**src/rtl/lsu_mem_if_pkg.sv**
```systemverilog
// lsu_mem_if_pkg: shared FSM state type, access-size codes and defaults for the load/store unit.
package lsu_mem_if_pkg;
    typedef enum logic [1:0] {IDLE, REQ, WAIT, RESP} state_t;
    localparam logic [1:0] SZ_B = 2'b00;
    localparam logic [1:0] SZ_H = 2'b01;
    localparam logic [1:0] SZ_W = 2'b10;
    localparam int TIMEOUT_DEFAULT = 255;
    function automatic logic f3_supported(input logic [2:0] f3);
        return f3 == 3'b000 || f3 == 3'b001 || f3 == 3'b010 || f3 == 3'b100 || f3 == 3'b101;
    endfunction
endpackage

```
**src/rtl/lsu_lane_align.sv**
```systemverilog
// lsu_lane_align: byte-lane enables, store data replication and load data right-shift.
module lsu_lane_align
    import lsu_mem_if_pkg::*;
#(
    parameter int DATA_WIDTH = 32
) (
    input  logic [1:0]            size,
    input  logic [1:0]            offset,
    input  logic [DATA_WIDTH-1:0] wdata,
    input  logic [DATA_WIDTH-1:0] rdata,
    output logic [3:0]            be,
    output logic [DATA_WIDTH-1:0] wdata_rep,
    output logic [DATA_WIDTH-1:0] rdata_shift
);
    logic [1:0] off;
    // misaligned halves/words are truncated to their natural boundary
    always_comb begin
        off = size == SZ_W ? 2'b00 : size == SZ_H ? {offset[1], 1'b0} : offset;
        be = size == SZ_W ? 4'b1111 : size == SZ_H ? 4'b0011 << off : 4'b0001 << off;
        wdata_rep = size == SZ_W ? wdata : size == SZ_H ? DATA_WIDTH'({2{wdata[15:0]}}) : DATA_WIDTH'({4{wdata[7:0]}});
        rdata_shift = rdata >> {off, 3'b000};
    end
endmodule

```
**src/rtl/lsu_mem_if.sv**
```systemverilog
// lsu_mem_if: load/store unit memory interface FSM; define LSU_MISALIGN_TRAP_EN to fault misaligned accesses.
module lsu_mem_if
    import lsu_mem_if_pkg::*;
#(
    parameter int DATA_WIDTH     = 32,
    parameter int ADDR_WIDTH     = 32,
    parameter int TIMEOUT_CYCLES = TIMEOUT_DEFAULT
) (
    input  logic                  clk,
    input  logic                  rst_n,
    input  logic                  req_valid,
    output logic                  req_ready,
    input  logic                  req_we,
    input  logic [2:0]            req_funct3,
    input  logic [ADDR_WIDTH-1:0] req_addr,
    input  logic [DATA_WIDTH-1:0] req_wdata,
    output logic                  rsp_valid,
    output logic [DATA_WIDTH-1:0] rsp_rdata,
    output logic                  rsp_err,
    output logic                  stall,
    output logic                  mem_req,
    output logic                  mem_we,
    output logic [ADDR_WIDTH-1:0] mem_addr,
    output logic [3:0]            mem_be,
    output logic [DATA_WIDTH-1:0] mem_wdata,
    input  logic                  mem_gnt,
    input  logic                  mem_rvalid,
    input  logic [DATA_WIDTH-1:0] mem_rdata
);
    localparam int CW = $clog2(TIMEOUT_CYCLES + 1);

    state_t                state, state_n;
    logic                  we_q, err_q, err_n, bad, tmo, accept;
    logic [1:0]            size_q;
    logic [ADDR_WIDTH-1:0] addr_q;
    logic [DATA_WIDTH-1:0] wdata_q, rdata_q, rdata_sh, wrep;
    logic [3:0]            be;
    logic [CW-1:0]         cnt;

    lsu_lane_align #(.DATA_WIDTH(DATA_WIDTH)) u_align (
        .size(size_q), .offset(addr_q[1:0]), .wdata(wdata_q), .rdata(mem_rdata),
        .be(be), .wdata_rep(wrep), .rdata_shift(rdata_sh)
    );

    always_comb begin
`ifdef LSU_MISALIGN_TRAP_EN
        bad = !f3_supported(req_funct3) || (req_funct3[1:0] == SZ_H && req_addr[0]) ||
              (req_funct3[1:0] == SZ_W && req_addr[1:0] != 2'b00);
`else
        bad = !f3_supported(req_funct3);
`endif
    end

    assign accept = req_valid && state == IDLE;
    assign tmo    = cnt == CW'(TIMEOUT_CYCLES - 1);

    always_comb begin
        state_n = state;
        err_n   = err_q;
        case (state)
            IDLE: if (req_valid) begin
                state_n = bad ? RESP : REQ;
                err_n   = bad;
            end
            REQ: if (mem_gnt) state_n = we_q ? RESP : WAIT;
                 else if (tmo) begin state_n = RESP; err_n = 1'b1; end
            WAIT: if (mem_rvalid) state_n = RESP;
                  else if (tmo) begin state_n = RESP; err_n = 1'b1; end
            RESP: state_n = IDLE;
        endcase
    end

    always_ff @(posedge clk or negedge rst_n) begin
        if (!rst_n) begin
            state   <= IDLE;
            we_q    <= 1'b0;
            size_q  <= 2'b00;
            addr_q  <= '0;
            wdata_q <= '0;
            rdata_q <= '0;
            err_q   <= 1'b0;
            cnt     <= '0;
        end else begin
            state <= state_n;
            err_q <= err_n;
            if (accept) begin
                we_q    <= req_we;
                size_q  <= req_funct3[1:0];
                addr_q  <= req_addr;
                wdata_q <= req_wdata;
            end
            if (state == WAIT && mem_rvalid) rdata_q <= rdata_sh;
            cnt <= (state_n == state && (state == REQ || state == WAIT)) ? cnt + 1'b1 : '0;
        end
    end

    assign req_ready = state == IDLE;
    assign rsp_valid = state == RESP;
    assign rsp_err   = rsp_valid && err_q;
    assign rsp_rdata = rdata_q;
    assign stall     = accept || state == REQ || state == WAIT;
    assign mem_req   = state == REQ;
    assign mem_we    = mem_req && we_q;
    assign mem_addr  = {addr_q[ADDR_WIDTH-1:2], 2'b00};
    assign mem_be    = mem_req ? be : 4'b0000;
    assign mem_wdata = wrep;
endmodule

```
**config.mk**
```make
export PLATFORM = sky130hd
export DESIGN_NAME = lsu_mem_if
export DESIGN_NICKNAME = d
export VERILOG_FILES = /design/src/rtl/lsu_mem_if_pkg.sv /design/src/rtl/lsu_lane_align.sv /design/src/rtl/lsu_mem_if.sv
export SDC_FILE = /design/constraint.sdc
export NUM_CORES = 1
export LEC_CHECK = 0
export CORE_AREA = 2 2 124 126
export CTS_CLUSTER_DIAMETER = 40
export DETAILED_ROUTE_END_ITERATION = 8
export DIE_AREA = 0 0 126 128
export MAX_ROUTING_LAYER = met4
export PLACE_DENSITY = 0.87
export SLEW_MARGIN = 20
export SYNTH_ARGS = -nofsm -noshare
export SYNTH_HDL_FRONTEND = slang
export SYNTH_HIERARCHICAL = 1
export SYNTH_SLANG_ARGS = --single-unit
export TNS_END_PERCENT = 5
```
**constraint.sdc**
```tcl
create_clock -name clk -period 2 [get_ports clk]
set_input_delay 0.4 -clock clk [delete_from_list [all_inputs] [get_ports clk]]
set_output_delay 0.4 -clock clk [all_outputs]
set_load 0.01 [all_outputs]
```
==> impl_metrics.prom <==
# TYPE chip_impl_metric gauge
chip_impl_metric{name="drt_wl_total",unit="mm"} 15.88
chip_impl_info{name="status",value="complete, but fails checks"} 1
chip_impl_metric{name="arrival",unit="ns"} 1.70
chip_impl_metric{name="layout_worst_path_cycle_share",unit="%"} 105.1
chip_impl_metric{name="grt_util_all_layers",unit="%"} 20.36
chip_impl_info{name="crit_path_cell_trace",value="buf_12 > buf_4 > nor2b_1 > a211oi_1 > a21oi_1 > dlygate4sd2_1"} 1
chip_impl_info{name="kind_of_path_behind_the_tightest_hold_check",value="in2async"} 1
chip_impl_metric{name="setup_tns",unit="ns"} -0.3228
chip_impl_metric{name="setup_viol",unit=""} 9
chip_impl_metric{name="postSynthAreaPerCell",unit="sq um"} 11.30
chip_impl_metric{name="synth_cell_types",unit=""} 44
chip_impl_metric{name="final_hold_viol_count",unit=""} 0
chip_impl_metric{name="synth_top_area_share",unit="%"} 46.14
chip_impl_metric{name="cp_num_buf_inv",unit=""} 3
chip_impl_metric{name="clk_path_buf_depth",unit=""} 2
chip_impl_metric{name="maxCapViolations",unit=""} 0
chip_impl_metric{name="postLayoutSetupSlackWorst",unit="ns"} -0.1018
chip_impl_metric{name="io_buffers",unit=""} 208
chip_impl_metric{name="grt_pass1_vias",unit=""} 4966
chip_impl_metric{name="detailedPlace.worstSlack",unit="ns"} -0.1512
chip_impl_info{name="ys_dominant_reg_cell",value="sky130_fd_sc_hd__dfrtp_1"} 1
chip_impl_metric{name="worst_slew_margin_rel",unit="%"} 59.44
chip_impl_metric{name="final_layout_size_suffix_gt1_share",unit="%"} 30.01
chip_impl_metric{name="routed_via_density",unit=""} 5.209
chip_impl_metric{name="warnings_from_yosys",unit=""} 6
chip_impl_metric{name="route.detailed.wl_per_inst",unit="microns"} 17.22
chip_impl_metric{name="yosys_register_bits",unit=""} 110
chip_impl_metric{name="post_detailed_route_drc_marker_count",unit=""} 0
chip_impl_metric{name="detail_route.first_pass.iterations",unit=""} 4
chip_impl_metric{name="timing_worst_slew_pin_value",unit="ns"} 0.6084
chip_impl_metric{name="grt_max_degree",unit=""} 111
chip_impl_metric{name="timing.final.max_slew_violations",unit=""} 0
chip_impl_info{name="grt_setup_unrepaired",value="yes"} 1
chip_impl_info{name="r2r_start",value="size_q[0]"} 1
chip_impl_metric{name="hold_buffers",unit=""} 0
chip_impl_info{name="critical_path.reg2reg.endpoint",value="rsp_rdata[0]"} 1
chip_impl_metric{name="die_footprint",unit="sq um"} 16130
chip_impl_metric{name="power.ir.vdd_worst",unit="uV"} 757.8
chip_impl_metric{name="leakage",unit="uW"} 0.003737
chip_impl_metric{name="grt_antenna_before_repair",unit=""} 1
chip_impl_metric{name="post_synth_instance_area",unit="sq um"} 5966
chip_impl_metric{name="effective_utilization_at_floorplan",unit="%"} 40.13
chip_impl_metric{name="place.detailed.instances",unit=""} 899
chip_impl_metric{name="cts-htree-levels",unit=""} 3
chip_impl_info{name="timing.critical_path.to",value="mem_wdata[28]"} 1
chip_impl_metric{name="detail_route.iter0.violations",unit=""} 353
chip_impl_metric{name="area_growth_from_synthesis_to_layout",unit="%"} 44.88
chip_impl_info{name="critPathCaptureType",value="output pin"} 1
chip_impl_metric{name="clock-skew-final",unit="ns"} 0.008917
chip_impl_info{name="startpoint_type",value="register"} 1
chip_impl_metric{name="core_area",unit="sq um"} 14860
chip_impl_metric{name="place.gp.congestion",unit=""} 0.8787
chip_impl_metric{name="power_per_cell_area",unit="nW/um^2"} 1741
chip_impl_metric{name="postLayoutCoreUtil",unit="%"} 58.15
chip_impl_metric{name="insertion_delay",unit="ns"} 0.35
chip_impl_metric{name="instances_no_fill",unit=""} 922
chip_impl_info{name="setup.worst_path.class",value="reg2out"} 1
chip_impl_info{name="critical_path.top_delay_family",value="buffers and inverters"} 1
chip_impl_info{name="yosys.cell_count.top_type",value="sky130_fd_sc_hd__dfrtp_1"} 1
chip_impl_metric{name="detailed_place_hpwl",unit="mm"} 11.69
chip_impl_metric{name="num-nets-final",unit=""} 840
chip_impl_metric{name="slowest_cell_delay_on_critical_path",unit="ns"} 0.40
chip_impl_info{name="failed_checks",value="negative setup slack"} 1
chip_impl_info{name="clock_tree.root_cell",value="sky130_fd_sc_hd__clkbuf_16"} 1
chip_impl_metric{name="synthesized_netlist_cell_count",unit=""} 528
chip_impl_info{name="synth_area_leader_cell",value="sky130_fd_sc_hd__dfrtp_1"} 1
chip_impl_metric{name="r2r_setup_slack",unit="ns"} -0.02
chip_impl_metric{name="path_max_fanout",unit=""} 14
chip_impl_metric{name="clock.fmax",unit="GHz"} 0.4758
chip_impl_info{name="critPathLaunch",value="size_q[0]"} 1
chip_impl_metric{name="ant_nets",unit=""} 0
chip_impl_metric{name="synth-edff-count",unit=""} 0
chip_impl_metric{name="seq_area_frac_synth",unit="%"} 46.14
chip_impl_metric{name="reg2regPathDepth",unit=""} 6
chip_impl_metric{name="route.vias.total",unit=""} 4803
chip_impl_metric{name="clock-sinks",unit=""} 110
chip_impl_metric{name="die-width",unit="microns"} 126
chip_impl_metric{name="crit_cells",unit=""} 6
chip_impl_metric{name="critical_path_required",unit="ns"} 1.60
chip_impl_metric{name="placementRows",unit=""} 45
chip_impl_info{name="synth_common_cells",value="sky130_fd_sc_hd__dfrtp_1 (110), sky130_fd_sc_hd__mux2_2 (97), sky130_fd_sc_hd__nand2_1 (54)"} 1
chip_impl_metric{name="min_period",unit="ns"} 2.102
chip_impl_metric{name="clk_transition_reported_paths",unit="ns"} 0.07
chip_impl_metric{name="synth-async-reset-ratio",unit="%"} 100.0
chip_impl_metric{name="cts_inserted_buffers",unit=""} 9
chip_impl_metric{name="first_pass_grt_wire_length",unit="mm"} 25.61
chip_impl_info{name="critical-path-slowest-cell",value="sky130_fd_sc_hd__dfrtp_2"} 1
chip_impl_metric{name="globalRouteOverflowTotal",unit=""} 0
chip_impl_metric{name="chipHeight",unit="microns"} 128
chip_impl_metric{name="ios",unit=""} 211
chip_impl_info{name="netlist_top_cells_area",value="sky130_fd_sc_hd__dfrtp_1 (46%), sky130_fd_sc_hd__mux2_2 (18%), sky130_fd_sc_hd__buf_4 (5.4%), sky130_fd_sc_hd__nand2_1 (3.4%), sky130_fd_sc_hd__mux4_2 (3.0%)"} 1
chip_impl_info{name="cts_tree",value="done"} 1
[kinds of logic (layout without fill, tap and decap cells)]
family                   count (synthesis)  after routing  synth area share, %
multiplexers                           116            116                23.22
adder cells (fa/ha/maj)                  7              7                1.468
buffers and inverters                   86            290                8.934
flip-flops                             110            110                46.14
XOR/XNOR                                 9              9                1.447
AND/OR/NAND/NOR                        112            112                8.955
other                                    1              3              0.06286
AO/OA/AOI/OAI                           87             87                9.774
[area by class of cell]
type                            count  area (sq um)
Fill cell                        1253          6221
Multi-Input combinational cell    333          2791
Sequential cell                   110          2756
Timing Repair Buffer              261          2485
Clock buffer                       10         239.0
Tap cell                          188         235.2
Clock inverter                      6         85.08
Inverter                           13         48.80
Antenna cell                        1         2.502
[state kept, by name, summed over array words and instances (netlist names)]
register   count
addr_q        32
cnt            8
err_q          1
rsp_rdata     32
size_q         2
state          2
wdata_q       32
we_q           1
[metrics by stage]
step | area [sq um] | hold slack [ns] | total power, uW
after CTS | 8617 | 0.1586 | 15020
final | 8643 | 0.1136 | 15050
after global routing | 8643 | 0.1742 | 16030
after detailed placement | 8243 | 0.4847 | 13110
after floorplan | 5969 | 0.1044 | 9158
after global placement | 8243 | 0.4739 | 12870
[metal layers]
layer	GRT usage, %	vias to the layer above	routed length (microns)
li1	-	2229	-
met1	26.16	2370	6791
met4	5.236	0	222
met5	-	-	0
met3	4.174	23	882
met2	33.24	181	7982
[cell usage in the layout, fill, tap and decap left out, types with 9 or more instances in the layout]
| cell | instances |
|---|---|
| sky130_fd_sc_hd__nand3_1 | 13 |
| sky130_fd_sc_hd__dfrtp_1 | 107 |
| sky130_fd_sc_hd__inv_1 | 11 |
| sky130_fd_sc_hd__a21oi_1 | 28 |
| sky130_fd_sc_hd__mux2_2 | 97 |
| sky130_fd_sc_hd__clkbuf_16 | 9 |
| sky130_fd_sc_hd__o21ai_0 | 18 |
| sky130_fd_sc_hd__nand2_1 | 54 |
| sky130_fd_sc_hd__mux2i_1 | 9 |
| sky130_fd_sc_hd__buf_2 | 14 |
| sky130_fd_sc_hd__buf_4 | 43 |
| sky130_fd_sc_hd__clkdlybuf4s50_1 | 173 |
| sky130_fd_sc_hd__dlygate4sd2_1 | 12 |
| sky130_fd_sc_hd__nor2b_1 | 9 |
| sky130_fd_sc_hd__nor3_1 | 10 |
[power breakdown]
part	internal (uW)	switching [uW]	total, uW	leakage [uW]
clock network	1130	822	1950	0.000154
registers	3300	715	4010	0.00133
logic	4960	4130	9090	0.00226
total	9380	5670	15100	0.00374
[worst min path at each step]
stage          depth (start not counted)        start             to
3_5_place_dp                           1  wdata_q[22]    wdata_q[22]
6_report                               2        rst_n  rsp_rdata[18]
3_3_place_gp                           1  wdata_q[18]    wdata_q[18]
5_1_grt                                2        rst_n  rsp_rdata[18]
2_1_floorplan                          0        rst_n      addr_q[0]
4_1_cts                                2        rst_n   rsp_rdata[4]
[timing repair]
item	4_1_cts	5_1_grt
endpoints found under the hold margin	0	0
endpoints found under the setup margin	39	44
buffers inserted	6	0
pin swaps	2	3
resized for setup	96	26
gates cloned	0	0
Power figures use the tool's default switching activity.
